### config.mk
export PLATFORM = sky130hd
export DESIGN_NAME = rec_a_unpacker
export DESIGN_NICKNAME = d
export VERILOG_FILES = /design/src/rtl/rec_a_unpacker.sv
export SDC_FILE = /design/constraint.sdc
export NUM_CORES = 1
export LEC_CHECK = 0
export CORE_ASPECT_RATIO = 1.4
export CORE_MARGIN = 5
export CORE_UTILIZATION = 39
export CTS_CLUSTER_SIZE = 28
export DETAILED_ROUTE_END_ITERATION = 8
export PLACE_DENSITY = 0.63
export SYNTH_ARGS = -nofsm -noshare
export SYNTH_HDL_FRONTEND = slang
export SYNTH_SLANG_ARGS = --single-unit
### constraint.sdc
create_clock -name i_clk -period 12.3 [get_ports i_clk]
set_input_delay 3.69 -clock i_clk [delete_from_list [all_inputs] [get_ports i_clk]]
set_output_delay 3.69 -clock i_clk [all_outputs]
set_load 0.05 [all_outputs]
### src/rtl/rec_a_unpacker.sv
// rec_a_unpacker: receive side of the record link. Rebuilds A records
// (a: 10 bit, aa: 10 bit, aaa: 32 bit) from little-endian byte frames
// of the form [header][payload]. Each record carries a B kind: X=1, Y=2, Z=3.
// Decoded records are offered one at a time through a one-entry holding register.
module rec_a_unpacker #(
  parameter bit STRICT_HDR = 1'b1,
  parameter bit STRICT_PAD = 1'b1
) (
  input  logic        i_clk,
  input  logic        i_rst,
  input  logic [7:0]  i_data,
  input  logic        i_valid,
  output logic        o_ready,
  output logic        o_valid,
  input  logic        i_ready,
  output logic [1:0]  o_kind,
  output logic [9:0]  o_a,
  output logic [9:0]  o_aa,
  output logic [31:0] o_aaa,
  output logic        o_err,
  output logic [7:0]  o_err_cnt
);

  typedef enum logic {
    HDR = 1'b0,
    PAY = 1'b1
  } state_t;

  state_t      state, state_next;
  logic [1:0]  kind, kind_next;
  logic [2:0]  count, count_next;
  logic        frame_err, frame_err_next;

  // Assembly registers; cleared on every good header so absent fields read 0.
  logic [9:0]  a_asm, a_next;
  logic [9:0]  aa_asm, aa_next;
  logic [31:0] aaa_asm, aaa_next;

  logic        accept;
  logic [2:0]  last_idx;
  logic        is_final;
  logic        is_high;
  logic        pad_bad;
  logic        hdr_bad;
  logic        drop;
  logic        load;
  logic        err_set;

  // Per-byte classification: frame position, pad and header checks.
  always_comb begin
    last_idx = 3'd1;
    case (kind)
      2'd1:    last_idx = 3'd1;
      2'd2:    last_idx = 3'd3;
      2'd3:    last_idx = 3'd7;
      default: last_idx = 3'd1;
    endcase
    is_final = (state == PAY) && (count == last_idx);
    is_high  = (state == PAY) && ((count == 3'd1) || (count == 3'd3));
    pad_bad  = STRICT_PAD && is_high && (i_data[7:2] != 6'd0);
    hdr_bad  = (i_data[1:0] == 2'd0) || (STRICT_HDR && (i_data[7:2] != 6'd0));
    drop     = frame_err || pad_bad;
    // Only a good final byte has to wait for room in the output slot.
    o_ready  = !i_rst && (!is_final || drop || !o_valid || i_ready);
    accept   = i_valid && o_ready;
  end

  // State, kind, count, error flag and assembly registers.
  always_ff @(posedge i_clk or posedge i_rst) begin
    if (i_rst) begin
      state     <= HDR;
      kind      <= 2'd0;
      count     <= 3'd0;
      frame_err <= 1'b0;
      a_asm     <= 10'd0;
      aa_asm    <= 10'd0;
      aaa_asm   <= 32'd0;
    end else begin
      state     <= state_next;
      kind      <= kind_next;
      count     <= count_next;
      frame_err <= frame_err_next;
      a_asm     <= a_next;
      aa_asm    <= aa_next;
      aaa_asm   <= aaa_next;
    end
  end

  // Next-state logic: header decode, lane writes and end-of-frame decision.
  always_comb begin
    state_next     = state;
    kind_next      = kind;
    count_next     = count;
    frame_err_next = frame_err;
    a_next         = a_asm;
    aa_next        = aa_asm;
    aaa_next       = aaa_asm;
    load           = 1'b0;
    err_set        = 1'b0;

    case (state)
      HDR: begin
        if (accept) begin
          if (hdr_bad) begin
            err_set = 1'b1;
          end else begin
            kind_next      = i_data[1:0];
            count_next     = 3'd0;
            frame_err_next = 1'b0;
            a_next         = 10'd0;
            aa_next        = 10'd0;
            aaa_next       = 32'd0;
            state_next     = PAY;
          end
        end
      end
      PAY: begin
        if (accept) begin
          case (count)
            3'd0: a_next[7:0]     = i_data;
            3'd1: a_next[9:8]     = i_data[1:0];
            3'd2: aa_next[7:0]    = i_data;
            3'd3: aa_next[9:8]    = i_data[1:0];
            3'd4: aaa_next[7:0]   = i_data;
            3'd5: aaa_next[15:8]  = i_data;
            3'd6: aaa_next[23:16] = i_data;
            3'd7: aaa_next[31:24] = i_data;
            default: ;
          endcase
          if (pad_bad) begin
            frame_err_next = 1'b1;
          end
          if (is_final) begin
            state_next = HDR;
            count_next = 3'd0;
            if (drop) begin
              err_set = 1'b1;
            end else begin
              load = 1'b1;
            end
          end else begin
            count_next = count + 3'd1;
          end
        end
      end
      default: state_next = HDR;
    endcase
  end

  // One-entry output slot: loads a finished record, clears on consumption.
  always_ff @(posedge i_clk or posedge i_rst) begin
    if (i_rst) begin
      o_valid <= 1'b0;
      o_kind  <= 2'd0;
      o_a     <= 10'd0;
      o_aa    <= 10'd0;
      o_aaa   <= 32'd0;
    end else if (load) begin
      o_valid <= 1'b1;
      o_kind  <= kind;
      o_a     <= a_next;
      o_aa    <= aa_next;
      o_aaa   <= aaa_next;
    end else if (o_valid && i_ready) begin
      o_valid <= 1'b0;
    end
  end

  // Error pulse and its saturating counter, updated together.
  always_ff @(posedge i_clk or posedge i_rst) begin
    if (i_rst) begin
      o_err     <= 1'b0;
      o_err_cnt <= 8'd0;
    end else begin
      o_err <= err_set;
      if (err_set && (o_err_cnt != 8'hFF)) begin
        o_err_cnt <= o_err_cnt + 8'd1;
      end
    end
  end

endmodule

### Yosys cells after proc, flatten, opt, wreduce, memory -nomap -nowiden

Index checks and enable logic that the tools add are counted.
W data, S select, Z words.

| operators by class | value |
|---|---|
| add/subtract/negate cells | 2 |
| equal/unequal tests | 15 |
| multiplexer cells | 48 |
| bitwise logic cells | 2 |
| reduce and logical (&&, ||, !) cells | 23 |

Operators with widths:

| operator | count |
|---|---|
| $mux W32 | 3 |
| $pmux W32 S2 | 1 |
| $mux W10 | 6 |
| $mux W8 | 6 |
| $pmux W10 S2 | 2 |
| $mux W1 | 19 |
| $eq A3 B3 Y1 const B | 4 |
| $mux W3 | 4 |
| $pmux W3 S2 | 2 |
| $add A8 B1 Y8 const B | 1 |
| $ne A8 B8 Y1 const B | 1 |
| $logic_and A1 B1 Y1 | 7 |
| $eq A3 B2 Y1 const B | 2 |
| $logic_or A1 B1 Y1 | 6 |
| $pmux W1 S2 | 3 |
| $reduce_and A3 Y1 | 2 |
| $reduce_bool A6 Y1 | 1 |
| $eq A2 B2 Y1 const B | 2 |
| $mux W2 | 2 |
| $ne A2 B1 Y1 const B | 2 |
| $ne A2 B2 Y1 const B | 2 |
| $reduce_and A4 Y1 | 1 |
| $add A3 B1 Y3 const B | 1 |
| $eq A3 B1 Y1 const B | 1 |
| other kinds (6) | 9 |

| word-level totals | value |
|---|---|
| bits in registers | 123 |
| input port bits | 12 |
| output and inout bits | 65 |
| logic and storage cells | 104 |

### Logic depth before layout (Yosys ltp)

Gate-level depths: netlist of run 1.

| depth | value |
|---|---|
| depth after elaboration | 13 |
| depth in mapped cells | 9 |
| mapped depth without buffers | 7 |

### Worst setup path before layout of run 1

OpenSTA, ideal clock, no wires.

| timing path | value |
|---|---|
| kind | input-to-output |
| start | input i_ready |
| end | output o_ready |
| data arrival time | 5.317 ns |
| required time | 8.610 ns |
| setup slack | 3.293 ns |
| stages | 3 |
| buffers on the path | 0 |
| cells stage by stage | nand2b_1 -> nor2_1 -> a31oi_1 |

| on the way | value |
|---|---|
| word-level cells in the longest chain between the ends | 2 |

Ends and longest elaborated chain:

| element | line | source |
|---|---|---|
| from (decl) | 15 | `input logic i_ready,` |
| $logic_or A1 B1 Y1 | 64 | `o_ready = !i_rst && (!is_final \|\| drop \|\| !o_valid \|\| i_ready);` |
| $logic_and A1 B1 Y1 | 64 |  |
| to (decl) | 13 | `output logic o_ready,` |

Every way passes these cells.

### Worst setup path in the final report of run 1

| timing path | value |
|---|---|
| start | input i_data[2] |
| end | output o_ready |

| on the way | value |
|---|---|
| word-level cells in the longest chain between the ends | 7 |

Ends and longest elaborated chain:

| element | line | source |
|---|---|---|
| from (decl) | 11 | `input logic [7:0] i_data,` |
| $reduce_bool A6 Y1 | 60 | `pad_bad = STRICT_PAD && is_high && (i_data[7:2] != 6'd0);` |
| $logic_and A1 B1 Y1 | 60 |  |
| $logic_or A1 B1 Y1 | 62 | `drop = frame_err \|\| pad_bad;` |
| $logic_or A1 B1 Y1 (3 in series) | 64 |  |
| $logic_and A1 B1 Y1 | 64 |  |

Every way passes these cells.

==> flow_metrics.py, run 1 <==
metrics = {
    "flow_run": {
        "max_cap_viol_count": 0,
    },
    "global_routing": {
        "busiest_layer": "met2",
        "grt_max_degree": 79,
        "gr-usage-met2_pct": 29.1,
        "first_global_vias": 3908,
        "grt_antenna_before_repair": 0,
        "grt_usage_pct": 16.2,
        "met3_usage_pct": 3.81,
        "overflow": 0,
        "grt_pass1_wl_um": 21300,
        "grt_use_met1_pct": 19.1,
    },
    "clocking": {
        "htree_num_levels": 4,
        "clk_latency_ns": 0.40,
        "path_clk_slew_ns": 0.05,
        "cts_made_buffers": 17,
        "postCtsHoldBufs": 0,
        "clock-root-buffer": "clkbuf_16",
        "ctsLongestPathBuffers": 2,
        "cts_resized": 0,
        "cts_sinks": 123,
        "cts_tree": "done",
        "post_cts_buffers": 0,
    },
    "floorplan": {
        "core_area_mm2": 0.0140,
        "die_area_mm2": 0.0169,
        "start_util_pct": 40.0,
        "die_y_um": 152,
        "row_count": 51,
        "io_pins": 77,
        "die_w_um": 111,
    },
    "route": {
        "ant_nets": 0,
        "via_per_inst": 5.44,
        "drc": 0,
        "drt_pre_antenna_iters": 4,
        "drtIter0Drc": 181,
        "wirelength_um": 13300,
        "wl_per_cell_um": 19.4,
        "vias": 3717,
    },
    "setup_path": {
        "required_ns": 8.61,
        "crit_start": "i_data[2]",
        "critPathMaxFanout": 7,
        "critPathArrivalTime_ns": 6.27,
        "crit_end": "o_ready",
        "crit_type": "primary input to output pin",
        "r2r_slack_ns": 8.99,
        "rr_endpoint": "o_aaa[28]",
        "r2r_start": "state",
        "rr_worst_depth": 5,
        "crit_path_start_kind": "primary input",
        "cp-end-kind": "output pin",
    },
    "yosys": {
        "yosysSeqAreaShare_pct": 55.1,
        "syn_inst": 408,
        "ys.warnings.count": 0,
        "synthDistinctLibCells": 40,
        "syn_area_mm2": 0.00559,
        "synth.net_count": 427,
        "ys_ff_latch": 123,
        "avgSynthCellArea_um2": 13.7,
    },
    "sta": {
        "setup-violations-final": 0,
        "drv_slew": 0,
        "hold_viol_final": 0,
        "skew_ns": 0.00656,
        "min_period_ns": 9.96,
        "max-slew-margin-rel_pct": 22.8,
        "rsz0062_at_grt": "false",
        "timing.fmax_mhz": 100,
        "tightest_slew_ns": 1.16,
        "fin_setup_tns_ns": 0,
        "period_share_pct": 81.0,
    },
    "cells_and_area": {
        "finalNetCount": 504,
        "final_common_cell": "dfrtp_1",
        "fin_cells": 683,
        "layout_common_cells": "dfrtp_1, mux2_2, clkdlybuf4s50_1",
        "num-fill-cells": 1193,
        "syn2layout_area_growth_pct": 27.7,
        "antenna_cells": 0,
        "fin_area_mm2": 0.00713,
        "drive_above_1_share_pct": 30.5,
        "fin_util_pct": 51.1,
    },
    "placement": {
        "io_buffers": 76,
        "placed_area_mm2": 0.00654,
        "hpwl_um": 8730,
        "gp_congestion": 0.888,
        "post-place-cells": 651,
    },
    "power": {
        "power_mw": 1.22,
        "power_density_mw_per_mm2": 171,
        "cellLeakagePower_nw": 3.29,
        "vdd_drop_max_v": 0.000111,
    },
    "hold_path": {
        "worstHoldPathType": "flop to flop",
    },
    "status": {
        "status": "completed",
    },
}
==> final cells by class <==
type	instances	area, um2	share of cell area, %
multi-input combinational	253	2390	33.5
timing repair buffer	83	813	11.4
sequential	123	3080	43.2
tap	185	231	3.24
inverter	7	28.8	0.403
clock inverter	12	148	2.07
clock buffer	20	447	6.26
==> synth_stat cells <==
cell type / instances / share of area (%)
dfrtp_1: 123 / 55
mux2_2: 103 / 21
a22o_1: 52 / 8.2
clkbuf_1: 12 / 0.81
nor2_1: 10 / 0.67
nand2_1: 9 / 0.60
nand3_1: 9 / 0.81
buf_2: 8 / 0.72
ha_1: 7 / 1.6
inv_1: 7 / 0.47
xnor2_1: 7 / 1.1
and3_1: 6 / 0.67
a31oi_4: 5 / 1.9
nand4_1: 5 / 0.56
a31oi_1: 4 / 0.45
buf_1: 3 / 0.20
nor2b_1: 3 / 0.34
a21oi_1: 2 / 0.18
a311oi_1: 2 / 0.31
and2_1: 2 / 0.22
and4_1: 2 / 0.31
clkbuf_2: 2 / 0.18
mux2i_1: 2 / 0.36
nand2b_1: 2 / 0.22
nor3_1: 2 / 0.18
nor4_1: 2 / 0.22
o21a_1: 2 / 0.27
o21ai_0: 2 / 0.18
o31ai_1: 2 / 0.27
a22oi_1: 1 / 0.13
a311oi_4: 1 / 0.47
a32o_1: 1 / 0.18
and4bb_2: 1 / 0.22
o21bai_1: 1 / 0.13
o221ai_1: 1 / 0.16
o22ai_4: 1 / 0.36
o2bb2ai_1: 1 / 0.16
o32ai_1: 1 / 0.16
or2_2: 1 / 0.11
or4_1: 1 / 0.13
==> how the worst min path moves through the flow <==
| stage | start | end | slack [ns] | depth (start not counted) |
|---|---|---|---|---|
| 2_1_floorplan | a_asm[8] | a_asm[8] | 0.45 | 2 |
| 3_5_place_dp | a_asm[8] | a_asm[8] | 0.48 | 2 |
| 5_1_grt | aaa_asm[5] | aaa_asm[5] | 0.51 | 1 |
| 3_3_place_gp | a_asm[8] | a_asm[8] | 0.46 | 2 |
| 6_report | a_asm[8] | a_asm[8] | 0.48 | 2 |
| 4_1_cts | a_asm[8] | a_asm[8] | 0.49 | 2 |
==> stage by stage <==
stage / setup slack [ns] / hold slack, ns
floorplan: 3.29 / 0.449
global placement: 2.40 / 0.464
detailed placement: 2.38 / 0.476
CTS: 2.37 / 0.489
global route: 2.29 / 0.511
finish: 2.34 / 0.484
==> layer usage <==
metal  wire (um)  share of wire [%]
met1        5490                 41
met2        7030                 53
met3         522                3.9
met4         229                1.7
met5           0                  0
==> critical path, cell delays in order <==
cell,delay (ns)
clkdlybuf4s50_1,0.55
or4_1,0.74
o221ai_1,0.36
a31oi_1,0.17
clkdlybuf4s50_1,0.75
==> cells by family after synthesis <==
| group | count (synthesis) | share of synthesized area [%] |
|---|---|---|
| AO/OA/AOI/OAI | 79 | 13.5 |
| XOR/XNOR | 7 | 1.10 |
| adder cells (fa/ha/maj) | 7 | 1.57 |
| buffers and inverters | 32 | 2.37 |
| flip-flops | 123 | 55.1 |
| multiplexers | 105 | 21.1 |
| AND/OR/NAND/NOR | 55 | 5.29 |
==> state kept, by name, summed over array words and instances, names as in the netlist <==
name / cells
o_a: 10
aaa_asm: 32
o_aa: 10
frame_err: 1
o_kind: 2
aa_asm: 10
o_err_cnt: 8
o_aaa: 32
o_err: 1
o_valid: 1
count: 3
state: 1
a_asm: 10
kind: 2
==> power breakdown <==
group          switching (mW)  leakage (nW)  internal [mW]  total (mW)
Combinational           0.146          1.31         0.0941       0.240
Sequential             0.0376          1.69          0.441       0.478
Clock                   0.179         0.290          0.323       0.501
No activity file was read; power rests on OpenSTA's default activity.
==> run 2, diff against run 1 <==
--- a/config.mk
+++ b/config.mk
@@ -10,7 +10,7 @@
 export CORE_UTILIZATION = 39
 export CTS_CLUSTER_SIZE = 28
 export DETAILED_ROUTE_END_ITERATION = 8
-export PLACE_DENSITY = 0.63
+export PLACE_DENSITY = 0.65
 export SYNTH_ARGS = -nofsm -noshare
 export SYNTH_HDL_FRONTEND = slang
 export SYNTH_SLANG_ARGS = --single-unit
==> constraint.sdc (replaced) <==
create_clock -name i_clk -period 8.9 [get_ports i_clk]
set_input_delay 2.67 -clock i_clk [delete_from_list [all_inputs] [get_ports i_clk]]
set_output_delay 2.67 -clock i_clk [all_outputs]
set_load 0.05 [all_outputs]
==> run 2 against run 1 <==
  * Via count fell by 2.6%
  * Flip-flop and latch count did not move
  * Non-clock buffer count rose by 1
  * Power rose by 37%
  * Core utilization barely moved
  * Critical path depth did not move
  * First-iteration DRC count rose by 4.4%
  * Sequential power rose by 36%
  * Largest power group unchanged
  * Highest routed layer unchanged
==> flow_metrics.py, run 2 (synthesized netlist as in run 1, its figures left out) <==
metrics = {
    "route": {
        "drc": 0,
        "wl_met2_um": 6800,
        "met1_length_um": 5340,
        "drt_pre_antenna_iters": 4,
        "vias": 3621,
        "ant_nets": 0,
        "wl_per_cell_um": 19.0,
        "via_per_inst": 5.30,
        "wirelength_um": 13000,
        "wl_met3_um": 489,
        "drtIter0Drc": 189,
        "highest_layer": "met4",
    },
    "setup_path": {
        "path_common_cell": "clkdlybuf4s50_1",
        "slowest_delay_ns": 0.75,
        "slowest_stage": "clkdlybuf4s50_1",
        "crit_type": "primary input to output pin",
        "rr_worst_depth": 5,
        "cp_top_family": "buffers and inverters",
        "r2r_start": "count[2]",
        "crit_buf_inv": 2,
        "critPathMaxFanout": 7,
        "rr_endpoint": "o_aaa[28]",
        "crit_path_start_kind": "primary input",
        "critPathArrivalTime_ns": 5.23,
        "required_ns": 6.23,
        "r2r_slack_ns": 6.06,
        "worstPathCellList": "clkdlybuf4s50_1 -> or4_1 -> o221ai_1 -> a31oi_1 -> clkdlybuf4s50_1",
        "cp-end-kind": "output pin",
    },
    "power": {
        "power_mw": 1.67,
        "vdd_drop_max_v": 0.000131,
        "power_density_mw_per_mm2": 234,
        "cellLeakagePower_nw": 3.30,
    },
    "global_routing": {
        "grt_usage_pct": 16.0,
        "overflow": 0,
        "first_global_vias": 3864,
        "grt_pass1_wl_um": 21100,
        "grt_max_degree": 84,
        "grt_antenna_before_repair": 0,
    },
    "floorplan": {
        "die_w_um": 111,
        "die_area_mm2": 0.0169,
        "die_y_um": 152,
        "start_util_pct": 40.0,
        "core_area_mm2": 0.0140,
        "row_count": 51,
        "io_pins": 77,
    },
    "clocking": {
        "clock-root-buffer": "clkbuf_16",
        "path_clk_slew_ns": 0.05,
        "cts_tree": "done",
        "cts_sinks": 123,
        "post_cts_buffers": 0,
        "cts_resized": 0,
        "ctsLongestPathBuffers": 2,
        "postCtsHoldBufs": 0,
        "cts_made_buffers": 17,
        "htree_num_levels": 4,
        "clk_latency_ns": 0.40,
    },
    "cells_and_area": {
        "fin_util_pct": 51.1,
        "num-fill-cells": 1186,
        "finalNetCount": 505,
        "layout_common_cells": "dfrtp_1, mux2_2, clkdlybuf4s50_1",
        "final_common_cell": "dfrtp_1",
        "antenna_cells": 0,
        "register_area_mm2": 0.00308,
        "drive_above_1_share_pct": 30.7,
        "reg_top3": "aaa_asm: 32 flops, o_aaa: 32 flops",
        "syn2layout_area_growth_pct": 27.7,
        "multiInputGateArea_mm2": 0.00239,
    },
    "status": {
        "status": "completed",
    },
    "placement": {
        "io_buffers": 76,
        "hpwl_um": 8580,
        "gp_congestion": 0.873,
    },
    "sta": {
        "skew_ns": 0.00863,
        "max-slew-margin-rel_pct": 30.8,
        "min_period_ns": 7.90,
        "period_share_pct": 88.8,
        "setup-violations-final": 0,
        "timing.fmax_mhz": 127,
        "rsz0062_at_grt": "false",
        "hold_viol_final": 0,
        "tightest_slew_ns": 1.04,
        "fin_setup_tns_ns": 0,
        "drv_slew": 0,
    },
    "hold_path": {
        "hold_end": "o_aa[8]",
        "holdPathStages": 2,
        "min_from": "o_aa[8]",
        "worstHoldPathType": "flop to flop",
    },
    "flow_run": {
        "max_cap_viol_count": 0,
    },
}
## run 2: metrics by stage
step / instances / cell area [um2] / setup slack [ns] / hold WS [ns]
2_1_floorplan: 408 / 5590 / 1.93 / 0.449
5_1_grt: 683 / 7140 / 0.910 / 0.511
6_report: 683 / 7140 / 0.997 / 0.492
3_3_place_gp: 652 / 6550 / 1.03 / 0.464
3_5_place_dp: 652 / 6550 / 1.02 / 0.487
4_1_cts: 683 / 7140 / 1.01 / 0.500
## run 2: worst register-to-register path: stages (launching register included)
cell      delay (ns)
dfrtp_1         0.53
and4bb_2        0.28
a22o_1          0.45
a311oi_4        0.75
mux2_2          0.45
mux2_2          0.26
## run 2: how the worst max path moves through the flow
stage | startpoint | endpoint | slack [ns] | cells past startpoint
after floorplan | i_ready | o_ready | 1.93 | 3
after global placement | i_data[2] | o_ready | 1.03 | 5
after detailed placement | i_data[2] | o_ready | 1.02 | 5
after CTS | i_data[2] | o_ready | 1.01 | 5
after global routing | i_data[2] | o_ready | 0.91 | 5
final | i_data[2] | o_ready | 1.0 | 5
## run 2: layout make-up
cell class                      count  area share, %
Tap cell                          185           3.24
Timing Repair Buffer               84           11.5
Multi-Input combinational cell    253           33.5
Clock buffer                       23           6.98
Clock inverter                      8           1.26
Inverter                            7          0.403
Sequential cell                   123           43.2
## run 2: power by group
group	leakage [nW]	switching (mW)	internal [mW]	total (mW)
sequential	1.69	0.0417	0.610	0.651
clock	0.298	0.234	0.445	0.679
combinational	1.32	0.209	0.131	0.340
## run 2: per-layer routing
metal | vias up | GRT usage [%]
met1 | 1827 | 18.9
met5 | - | 0
li1 | 1691 | -
met2 | 83 | 28.1
met3 | 20 | 3.42
met4 | 0 | 7.36
==> run 3, diff against run 2 <==
--- a/config.mk
+++ b/config.mk
@@ -11,6 +11,7 @@
 export CTS_CLUSTER_SIZE = 28
 export DETAILED_ROUTE_END_ITERATION = 8
 export PLACE_DENSITY = 0.65
+export RECOVER_POWER = 25
 export SYNTH_ARGS = -nofsm -noshare
 export SYNTH_HDL_FRONTEND = slang
 export SYNTH_SLANG_ARGS = --single-unit
==> run 3 against run 2 <==
  * The run now ends with max-capacitance violations, max-slew violations left
  * Flip-flop and latch count unchanged
  * Wire length fell by 0.18%
  * Die area is the same
  * First-iteration DRC count increased by 1.1%
  * Fmax is 0.26% higher
  * Worst hold slack lost 0.00081 ns
  * Clock skew grew 0.00065 ns
  * Largest cell class unchanged
==> flow_metrics.py, run 3 (synthesized netlist as in run 1, its figures left out) <==
metrics = {
    "status": {
        "status": "finished with violations",
        "violations": "max-capacitance violations, max-slew violations",
    },
    "setup_path": {
        "critPathArrivalTime_ns": 5.21,
        "crit_start": "i_data[2]",
        "critPathMaxFanout": 7,
        "crit_path_start_kind": "primary input",
        "r2r_start": "count[2]",
        "cp-end-kind": "output pin",
        "required_ns": 6.23,
        "crit_type": "primary input to output pin",
    },
    "sta": {
        "period_share_pct": 88.6,
        "rsz0062_at_grt": "false",
        "hold_viol_final": 0,
        "fin_setup_tns_ns": 0,
        "setup-violations-final": 0,
        "tightest_slew_ns": 1.79,
        "min_period_ns": 7.88,
        "drv_slew": 42,
        "skew_ns": 0.00928,
        "setup_ws_ns": 1.02,
        "max-slew-margin-rel_pct": -20.3,
        "timing.fmax_mhz": 127,
    },
    "flow_run": {
        "max_cap_viol_count": 1,
    },
    "route": {
        "drc": 0,
        "ant_nets": 0,
        "wl_per_cell_um": 18.9,
        "wirelength_um": 12900,
        "vias": 3640,
        "via_per_inst": 5.33,
        "drt_pre_antenna_iters": 4,
        "drtIter0Drc": 191,
    },
    "power": {
        "vdd_drop_max_v": 0.000130,
        "power_density_mw_per_mm2": 234,
        "cellLeakagePower_nw": 3.42,
        "power_mw": 1.67,
    },
    "global_routing": {
        "grt_usage_pct": 16.0,
        "grt_max_degree": 84,
        "grt_antenna_before_repair": 0,
        "overflow": 0,
        "first_global_vias": 3864,
        "grt_pass1_wl_um": 21100,
    },
    "floorplan": {
        "die_y_um": 152,
        "core_area_mm2": 0.0140,
        "die_area_mm2": 0.0169,
        "row_count": 51,
        "die_w_um": 111,
        "io_pins": 77,
        "start_util_pct": 40.0,
    },
    "placement": {
        "hpwl_um": 8580,
        "post-place-cells": 652,
        "io_buffers": 76,
        "preCtsSetupSlack_ns": 1.02,
        "gp_congestion": 0.873,
    },
    "clocking": {
        "cts_resized": 0,
        "postCtsHoldBufs": 0,
        "cts_tree": "done",
        "cts_sinks": 123,
        "ctsLongestPathBuffers": 2,
        "cts_made_buffers": 17,
        "clock-root-buffer": "clkbuf_16",
        "clk_latency_ns": 0.40,
        "path_clk_slew_ns": 0.05,
        "post_cts_buffers": 0,
        "htree_num_levels": 4,
    },
    "hold_path": {
        "worstHoldPathType": "flop to flop",
        "min_from": "o_aa[8]",
    },
    "cells_and_area": {
        "finalNetCount": 505,
        "final_common_cell": "dfrtp_1",
        "syn2layout_area_growth_pct": 27.7,
        "drive_above_1_share_pct": 30.7,
        "fin_util_pct": 51.1,
        "layout_common_cells": "dfrtp_1, mux2_2, a22o_1",
        "reg_top3": "aaa_asm: 32 flops, o_aaa: 32 flops",
        "antenna_cells": 0,
        "fin_cells": 683,
    },
}
-- run 3: final cells by class --
cell class              count  area [um2]
clock inverters             8        90.1
fillers                  1187        6840
inverters                   7        27.5
repair buffers             84         821
flip-flops and latches    123        3080
well taps                 185         231
clock buffers              23         498
multi-input cells         253        2390
-- run 3: final timing paths --
check / endpoint / slack (ns) / depth (start not counted)
max in group asynchronous: state / 3.86 / 3
min reg2reg: o_aa[8] / 0.49 / 2
max reg2reg: o_aaa[28] / 6.05 / 5
min: o_aa[8] / 0.49 / 2
min in group asynchronous: o_err_cnt[1] / 3.24 / 2
max: o_ready / 1.02 / 5
-- run 3: report_power, final --
part	internal (mW)	switching, mW
logic	0.129	0.209
registers	0.610	0.0414
clock network	0.445	0.234
-- run 3: stage by stage --
step	hold slack (ns)	area [um2]
6_report	0.491	7130
2_1_floorplan	0.449	5590
4_1_cts	0.500	7140
5_1_grt	0.511	7130
3_3_place_gp	0.464	6550
3_5_place_dp	0.487	6550
-- run 3: worst max-delay path: stages --
cell and delay (ns):
clkdlybuf4s50_1 0.55, or4_1 0.74, o221ai_1 0.35, a31oi_1 0.16, clkdlybuf4s50_1 0.75
-- run 3: metal layers --
layer	vias to the layer above	wire length (um)	global-route usage, %
li1	1693	-	-
met1	1850	5380	18.9
met4	0	329	7.36
met5	-	0	0
met2	77	6830	28.1
met3	20	403	3.42
